<file path="src/rtl/turn_scheduler.sv">
// Turn sequencer: owns the active player, the per-turn countdown, the round
// counter and end-of-game detection for the game logic clock domain.
module turn_scheduler #(
    parameter int MAX_PLAYER_CNT      = 7,
    parameter int LOG2_MAX_PLAYER_CNT = $clog2(MAX_PLAYER_CNT + 1),
    parameter int LOG2_MAX_ROUND      = 12,
    parameter int ROUND_LIMIT         = 999,
    parameter int MAX_STEP_TIME       = 15,
    parameter int LOG2_MAX_STEP_TIME  = $clog2(MAX_STEP_TIME),
    parameter int TICKS_PER_SECOND    = 50_000_000
) (
    input  logic                           clock,
    input  logic                           reset,
    input  logic                           start,
    input  logic [LOG2_MAX_PLAYER_CNT-1:0] first_player,
    input  logic [MAX_PLAYER_CNT:0]        alive_mask,
    input  logic                           step_done,
    output logic [LOG2_MAX_PLAYER_CNT-1:0] current_player,
    output logic [LOG2_MAX_PLAYER_CNT-1:0] next_player,
    output logic [LOG2_MAX_STEP_TIME-1:0]  step_timer,
    output logic [LOG2_MAX_ROUND-1:0]      round,
    output logic                           turn_start,
    output logic                           round_tick,
    output logic                           timeout,
    output logic [1:0]                     state,
    output logic [LOG2_MAX_PLAYER_CNT-1:0] winner
);

    localparam int PW = LOG2_MAX_PLAYER_CNT;
    localparam int SW = LOG2_MAX_STEP_TIME;
    localparam int RW = LOG2_MAX_ROUND;
    localparam int TW = (TICKS_PER_SECOND > 1) ? $clog2(TICKS_PER_SECOND) : 1;

    typedef logic [PW-1:0] pid_t;
    typedef logic [MAX_PLAYER_CNT:0] mask_t;

    typedef enum logic [1:0] {
        IDLE      = 2'd0,
        SEARCH    = 2'd1,
        IN_TURN   = 2'd2,
        GAME_OVER = 2'd3
    } state_t;

    localparam pid_t            MAX_ID    = pid_t'(MAX_PLAYER_CNT);
    localparam pid_t            PID_ONE   = pid_t'(1);
    localparam logic [SW-1:0]   ST_MAX    = SW'(MAX_STEP_TIME);
    localparam logic [SW-1:0]   ST_ONE    = SW'(1);
    localparam logic [RW-1:0]   RND_ONE   = RW'(1);
    localparam logic [RW-1:0]   RND_LIMIT = RW'(ROUND_LIMIT);
    localparam logic [TW-1:0]   TICK_LAST = TW'(TICKS_PER_SECOND - 1);
    localparam logic [TW-1:0]   TICK_ONE  = TW'(1);

    // Player 0 is the NPC; its liveness bit carries no meaning here.
    logic unused_npc_alive;
    assign unused_npc_alive = alive_mask[0];

    state_t         state_q, state_d;
    pid_t           cand_q, cand_d;
    pid_t           cur_q, cur_d;
    pid_t           next_q, next_d;
    pid_t           winner_q, winner_d;
    logic [SW-1:0]  timer_q, timer_d;
    logic [RW-1:0]  round_q, round_d;
    logic [TW-1:0]  tick_q, tick_d;
    logic           turn_start_q, turn_start_d;
    logic           round_tick_q, round_tick_d;
    logic           timeout_q, timeout_d;

    function automatic logic bit_at(input mask_t mask, input int i);
        mask_t sh;
        sh = mask >> i;
        return sh[0];
    endfunction

    function automatic pid_t wrap_id(input pid_t c);
        return (c == '0 || c >= MAX_ID) ? PID_ONE : c + PID_ONE;
    endfunction

    function automatic logic id_alive(input pid_t id, input mask_t mask);
        logic r;
        r = 1'b0;
        for (int i = 1; i <= MAX_PLAYER_CNT; i++)
            if (id == pid_t'(i)) r = bit_at(mask, i);
        return r;
    endfunction

    // First alive id strictly after cur, wrapping back to the lowest alive id.
    function automatic pid_t next_alive(input pid_t cur, input mask_t mask);
        pid_t hi, lo;
        hi = '0;
        lo = '0;
        for (int i = MAX_PLAYER_CNT; i >= 1; i--) begin
            if (bit_at(mask, i)) begin
                lo = pid_t'(i);
                if (pid_t'(i) > cur) hi = pid_t'(i);
            end
        end
        return (hi != '0) ? hi : lo;
    endfunction

    pid_t alive_cnt;
    pid_t last_alive;
    pid_t adv_from;
    logic do_adv;
    logic tick_wrap;
    logic expire;
    logic cur_alive;

    always_comb begin
        alive_cnt  = '0;
        last_alive = '0;
        for (int i = 1; i <= MAX_PLAYER_CNT; i++) begin
            if (bit_at(alive_mask, i)) begin
                alive_cnt  = alive_cnt + PID_ONE;
                last_alive = pid_t'(i);
            end
        end
    end

    always_comb begin
        state_d      = state_q;
        cand_d       = cand_q;
        cur_d        = cur_q;
        winner_d     = winner_q;
        timer_d      = timer_q;
        round_d      = round_q;
        tick_d       = tick_q;
        turn_start_d = 1'b0;
        round_tick_d = 1'b0;
        timeout_d    = 1'b0;
        do_adv       = 1'b0;
        adv_from     = (state_q == IN_TURN) ? cur_q : cand_q;
        tick_wrap    = (tick_q == TICK_LAST);
        expire       = tick_wrap && (timer_q == ST_ONE);
        cur_alive    = id_alive(cur_q, alive_mask);

        case (state_q)
            IDLE: begin
                if (start) begin
                    cand_d  = first_player;
                    round_d = RND_ONE;
                    state_d = SEARCH;
                end
            end
            SEARCH: begin
                if (id_alive(cand_q, alive_mask)) begin
                    cur_d        = cand_q;
                    timer_d      = ST_MAX;
                    tick_d       = '0;
                    turn_start_d = 1'b1;
                    state_d      = IN_TURN;
                end else begin
                    do_adv = 1'b1;
                end
            end
            IN_TURN: begin
                tick_d = tick_wrap ? '0 : tick_q + TICK_ONE;
                if (tick_wrap) timer_d = timer_q - ST_ONE;
                if (step_done || !cur_alive || expire) begin
                    state_d   = SEARCH;
                    cur_d     = '0;
                    do_adv    = 1'b1;
                    // Expiry is the lowest-priority cause, so it only counts
                    // when neither of the others is present.
                    timeout_d = !step_done && cur_alive;
                end
            end
            default: ;
        endcase

        // Passing the highest id closes a round, including the turn-end wrap.
        if (do_adv) begin
            cand_d = wrap_id(adv_from);
            if (adv_from >= MAX_ID) begin
                if (round_q == RND_LIMIT) begin
                    state_d  = GAME_OVER;
                    winner_d = '0;
                end else begin
                    round_d      = round_q + RND_ONE;
                    round_tick_d = 1'b1;
                end
            end
        end

        // Too few survivors ends the game ahead of any other transition.
        if ((state_q == SEARCH || state_q == IN_TURN) && alive_cnt <= PID_ONE) begin
            state_d      = GAME_OVER;
            winner_d     = (alive_cnt == '0) ? '0 : last_alive;
            cur_d        = '0;
            cand_d       = cand_q;
            timer_d      = timer_q;
            round_d      = round_q;
            tick_d       = tick_q;
            turn_start_d = 1'b0;
            round_tick_d = 1'b0;
            timeout_d    = 1'b0;
        end

        next_d = (state_q == IN_TURN) ? next_alive(cur_q, alive_mask) : '0;
    end

    always_ff @(posedge clock) begin
        if (reset) begin
            state_q      <= IDLE;
            cand_q       <= '0;
            cur_q        <= '0;
            next_q       <= '0;
            winner_q     <= '0;
            timer_q      <= '0;
            round_q      <= '0;
            tick_q       <= '0;
            turn_start_q <= 1'b0;
            round_tick_q <= 1'b0;
            timeout_q    <= 1'b0;
        end else begin
            state_q      <= state_d;
            cand_q       <= cand_d;
            cur_q        <= cur_d;
            next_q       <= next_d;
            winner_q     <= winner_d;
            timer_q      <= timer_d;
            round_q      <= round_d;
            tick_q       <= tick_d;
            turn_start_q <= turn_start_d;
            round_tick_q <= round_tick_d;
            timeout_q    <= timeout_d;
        end
    end

    assign current_player = cur_q;
    assign next_player    = next_q;
    assign step_timer     = timer_q;
    assign round          = round_q;
    assign turn_start     = turn_start_q;
    assign round_tick     = round_tick_q;
    assign timeout        = timeout_q;
    assign state          = state_q;
    assign winner         = winner_q;

endmodule

</file>
<file path="config.mk">
export PLATFORM = sky130hd
export DESIGN_NAME = turn_scheduler
export DESIGN_NICKNAME = d
export VERILOG_FILES = /design/src/rtl/turn_scheduler.sv
export SDC_FILE = /design/constraint.sdc
export NUM_CORES = 1
export LEC_CHECK = 0
export CAP_MARGIN = 20
export CORE_MARGIN = 2
export CORE_UTILIZATION = 40
export CTS_BUF_LIST = sky130_fd_sc_hd__clkbuf_8
export CTS_CLUSTER_SIZE = 16
export DETAILED_ROUTE_END_ITERATION = 12
export GPL_ROUTABILITY_DRIVEN = 0
export PLACE_DENSITY = 0.66
export SYNTH_ARGS = -nofsm -noshare
export SYNTH_HDL_FRONTEND = slang
export SYNTH_SLANG_ARGS = --single-unit
</file>
<file path="constraint.sdc">
create_clock -name clock -period 4.7 [get_ports clock]
set_input_delay 0.94 -clock clock [delete_from_list [all_inputs] [get_ports clock]]
set_output_delay 0.94 -clock clock [all_outputs]
set_load 0.1 [all_outputs]
</file>
==> flow_metrics.env <==
export IMPL_status="completed"
export IMPL_comb_power_share_pct=55.1
export IMPL_number_of_i_o_pins=45
export IMPL_htree_levels=3
export IMPL_grt_first_pass_wirelength_mm=21.5
export IMPL_postSynthAreaPerCell_um2=7.46
export IMPL_final_common_cell="dfxtp_1"
export IMPL_worst_hold_slack_ns=0.476
export IMPL_detailed_place_hpwl_mm=9.14
export IMPL_cp_arrival_ns=4.85
export IMPL_ctsHoldBuffers=0
export IMPL_synth_net_count=639
export IMPL_skew_ns=0.0120
export IMPL_clock_insertion_delay_worst_skew_ns=0.35
export IMPL_mostFrequentLayoutCells="59 x dfxtp_1, 57 x buf_4, 51 x nand2_1"
export IMPL_ys_ff_latch=59
export IMPL_layout_area_seq_mm2=0.00118
export IMPL_die_area_mm2=0.0121
export IMPL_internal_power_mw=1.44
export IMPL_floorplan_die_height_um=110
export IMPL_sw_frac_of_total_pct=45.7
export IMPL_pwr_share_seq_pct=23.1
export IMPL_maxClockFrequency_mhz=219
export IMPL_fillCellCount=1028
export IMPL_worst_slew_pin_slew_ns=0.980
export IMPL_floorplan_initialDensity_pct=41.3
export IMPL_finalWorstPathRequiredPeriod_ns=4.57
export IMPL_power_leakage_nw=2.11
export IMPL_path_max_fanout=8
export IMPL_drtIter0Drc=323
export IMPL_largest_net_degree_at_the_start_of_global_routing=45
export IMPL_route_final_wire_length_mm=13.6
export IMPL_global_route_overflow_total=0
export IMPL_yosys_warnings=0
export IMPL_setup_slack_ns=0.132
export IMPL_num_rows=38
export IMPL_net_switching_power_mw=1.21
export IMPL_routed_wire_length_per_instance_um=16.5
export IMPL_vdd_drop_max_uv=420
export IMPL_cts_buffers_inserted=9
export IMPL_cap_violations=0
export IMPL_crit_required_ns=4.99
export IMPL_cts_reportedPaths_clkPinSlew_ns=0.07
export IMPL_buffer_ports_inserted=43
export IMPL_count_of_nets_left_with_antenna_violations_after_detail_routing=0
export IMPL_cp_start_kind="primary input"
export IMPL_async_reset_ff_share_pct=0
export IMPL_hold_viol=0
export IMPL_fin_util_pct=53.5
export IMPL_coreArea_mm2=0.0109
export IMPL_powerDensity_mw_per_mm2=453
export IMPL_cts_sink_count=59
export IMPL_timing_max_slew_rel_slack_pct=34.4
export IMPL_clock_path_buffers=2
export IMPL_pre_cts_ws_ns=-0.799
export IMPL_synth_main_ff_cell="dfxtp_1"
export IMPL_cts_root_buffer_cell="clkbuf_8"
export IMPL_total_power_mw=2.65
export IMPL_post_route_drc_count=0
export IMPL_antenna_cells_inserted=0
export IMPL_tritoncts_clock_tree="yes"
export IMPL_dr_pass1_iters=5
export IMPL_via_per_inst=6.03
export IMPL_setup_viol_count_final=0
export IMPL_drive_gt1_share_pct=16.4
export IMPL_routed_via_count=4973
export IMPL_global_route_usage_total_pct=22.0
export IMPL_netlist_instances=605
export IMPL_power_clock_fraction_pct=21.7
export IMPL_timing_final_crit_share_pct=97.2
export IMPL_timing_critical_path_to_type="register"
export IMPL_antenna_violations_before_repair=0
export IMPL_hold_path_class="register to register"
export IMPL_worst_setup_path_type="primary input to register"
export IMPL_ys_types=69
export IMPL_count_of_final_max_slew_check_failures=0
export IMPL_final_net_count=714
export IMPL_multi_input_area_mm2=0.00318
export IMPL_die_width_um=110
export IMPL_number_of_global_route_vias_before_repair=4622
export IMPL_netlist_area_before_placement_mm2=0.00451
export IMPL_synth_enable_flop_cells=0
export IMPL_area_growth_pct=29.7
export IMPL_synth_seq_area_share_pct=26.2
timing repair:
action	4_1_cts	5_1_grt
endpoints found under the hold margin	0	0
setup endpoints to repair	56	56
pin swaps	3	15
resized for setup	4	28
setup buffers	6	6
cloned	0	2
worst max-delay path, cell delays in order:
cell and delay (ns):
buf_6 0.08, clkinvlp_4 0.12, ha_4 0.29, xnor2_4 0.23
inv_2 0.06, ha_1 0.28, and2_4 0.16, o21a_1 0.20
o31a_1 0.34, o311ai_4 0.31, a311oi_2 0.07, ha_2 0.19
nand2_1 0.07, xor2_1 0.17, xnor2_1 0.19, xnor2_2 0.15
o211a_4 0.21, buf_12 0.16, or4_4 0.51, a21oi_2 0.12
power groups by stage:
stage               clock, mW  combinational [mW]  sequential (mW)
floorplan                   0               0.755            0.832
global route            0.608                1.56            0.623
global placement            0                1.31            0.619
detailed placement          0                1.34            0.622
finish                  0.576                1.46            0.612
CTS                     0.586                1.35            0.612
sequential cells by signal, indices dropped and copies added (netlist names), 2 cells and up:
name / count
tick_q: 26
round: 12
step_timer: 4
cand_q: 3
current_player: 3
next_player: 3
winner: 3
state: 2
cell type report:
type                    count  share of cell area, %
repair buffers            104                   16.3
flip-flops and latches     59                   20.2
clock inverters             7                   2.01
clock buffers               9                   2.12
inverters                  30                   2.05
well taps                 140                   2.99
multi-input cells         476                   54.4
metal layers:
metal	wire [um]	GRT usage, %	part of all wire, %	vias up
li1	-	-	-	2412
met1	6240	29.3	46	2369
met2	6430	35.9	47	168
met3	735	4.41	5.4	24
met4	201	7.14	1.5	0
met5	0	0	0	-
final timing paths:
kind              cells past startpoint    endpoint          start  slack (ns)
hold reg to reg                       2   winner[2]      winner[2]        0.48
setup / recovery                     20  tick_q[16]  alive_mask[2]        0.13
hold / removal                        2   winner[2]      winner[2]        0.48
setup reg to reg                     12   round[11]       state[0]        1.34
synthesized netlist by cell type, types with 13 or more instances:
library cell	n	area, um2
dfxtp_1	59	1180
nand2_1	51	191
a21oi_1	49	245
nor2_1	44	165
nand3_1	41	205
nor3_1	34	170
inv_1	29	109
clkbuf_1	28	105
o21ai_0	24	120
ha_1	19	238
o31ai_1	14	105
nand4_1	13	81.3
per-stage QoR:
stage | instance area, um2 | setup TNS (ns) | cells
2_1_floorplan | 4580 | 0 | 605
3_3_place_gp | 5370 | -31.40 | 795
3_5_place_dp | 5370 | -38.59 | 795
4_1_cts | 5660 | 0 | 817
5_1_grt | 5850 | -0.460 | 825
6_report | 5850 | 0 | 825
logic make-up (layout without fill, tap and decap cells):
family / after synthesis / after routing / share of synthesized area [%]
compound gates: 176 / 176 / 26.4
xor+xnor: 16 / 16 / 3.44
fa+ha+maj: 19 / 19 / 5.27
buf+inv: 70 / 150 / 6.54
flops: 59 / 59 / 26.2
mux: 10 / 10 / 2.55
simple gates: 255 / 255 / 29.6
No activity file was read; power rests on OpenSTA's default activity.
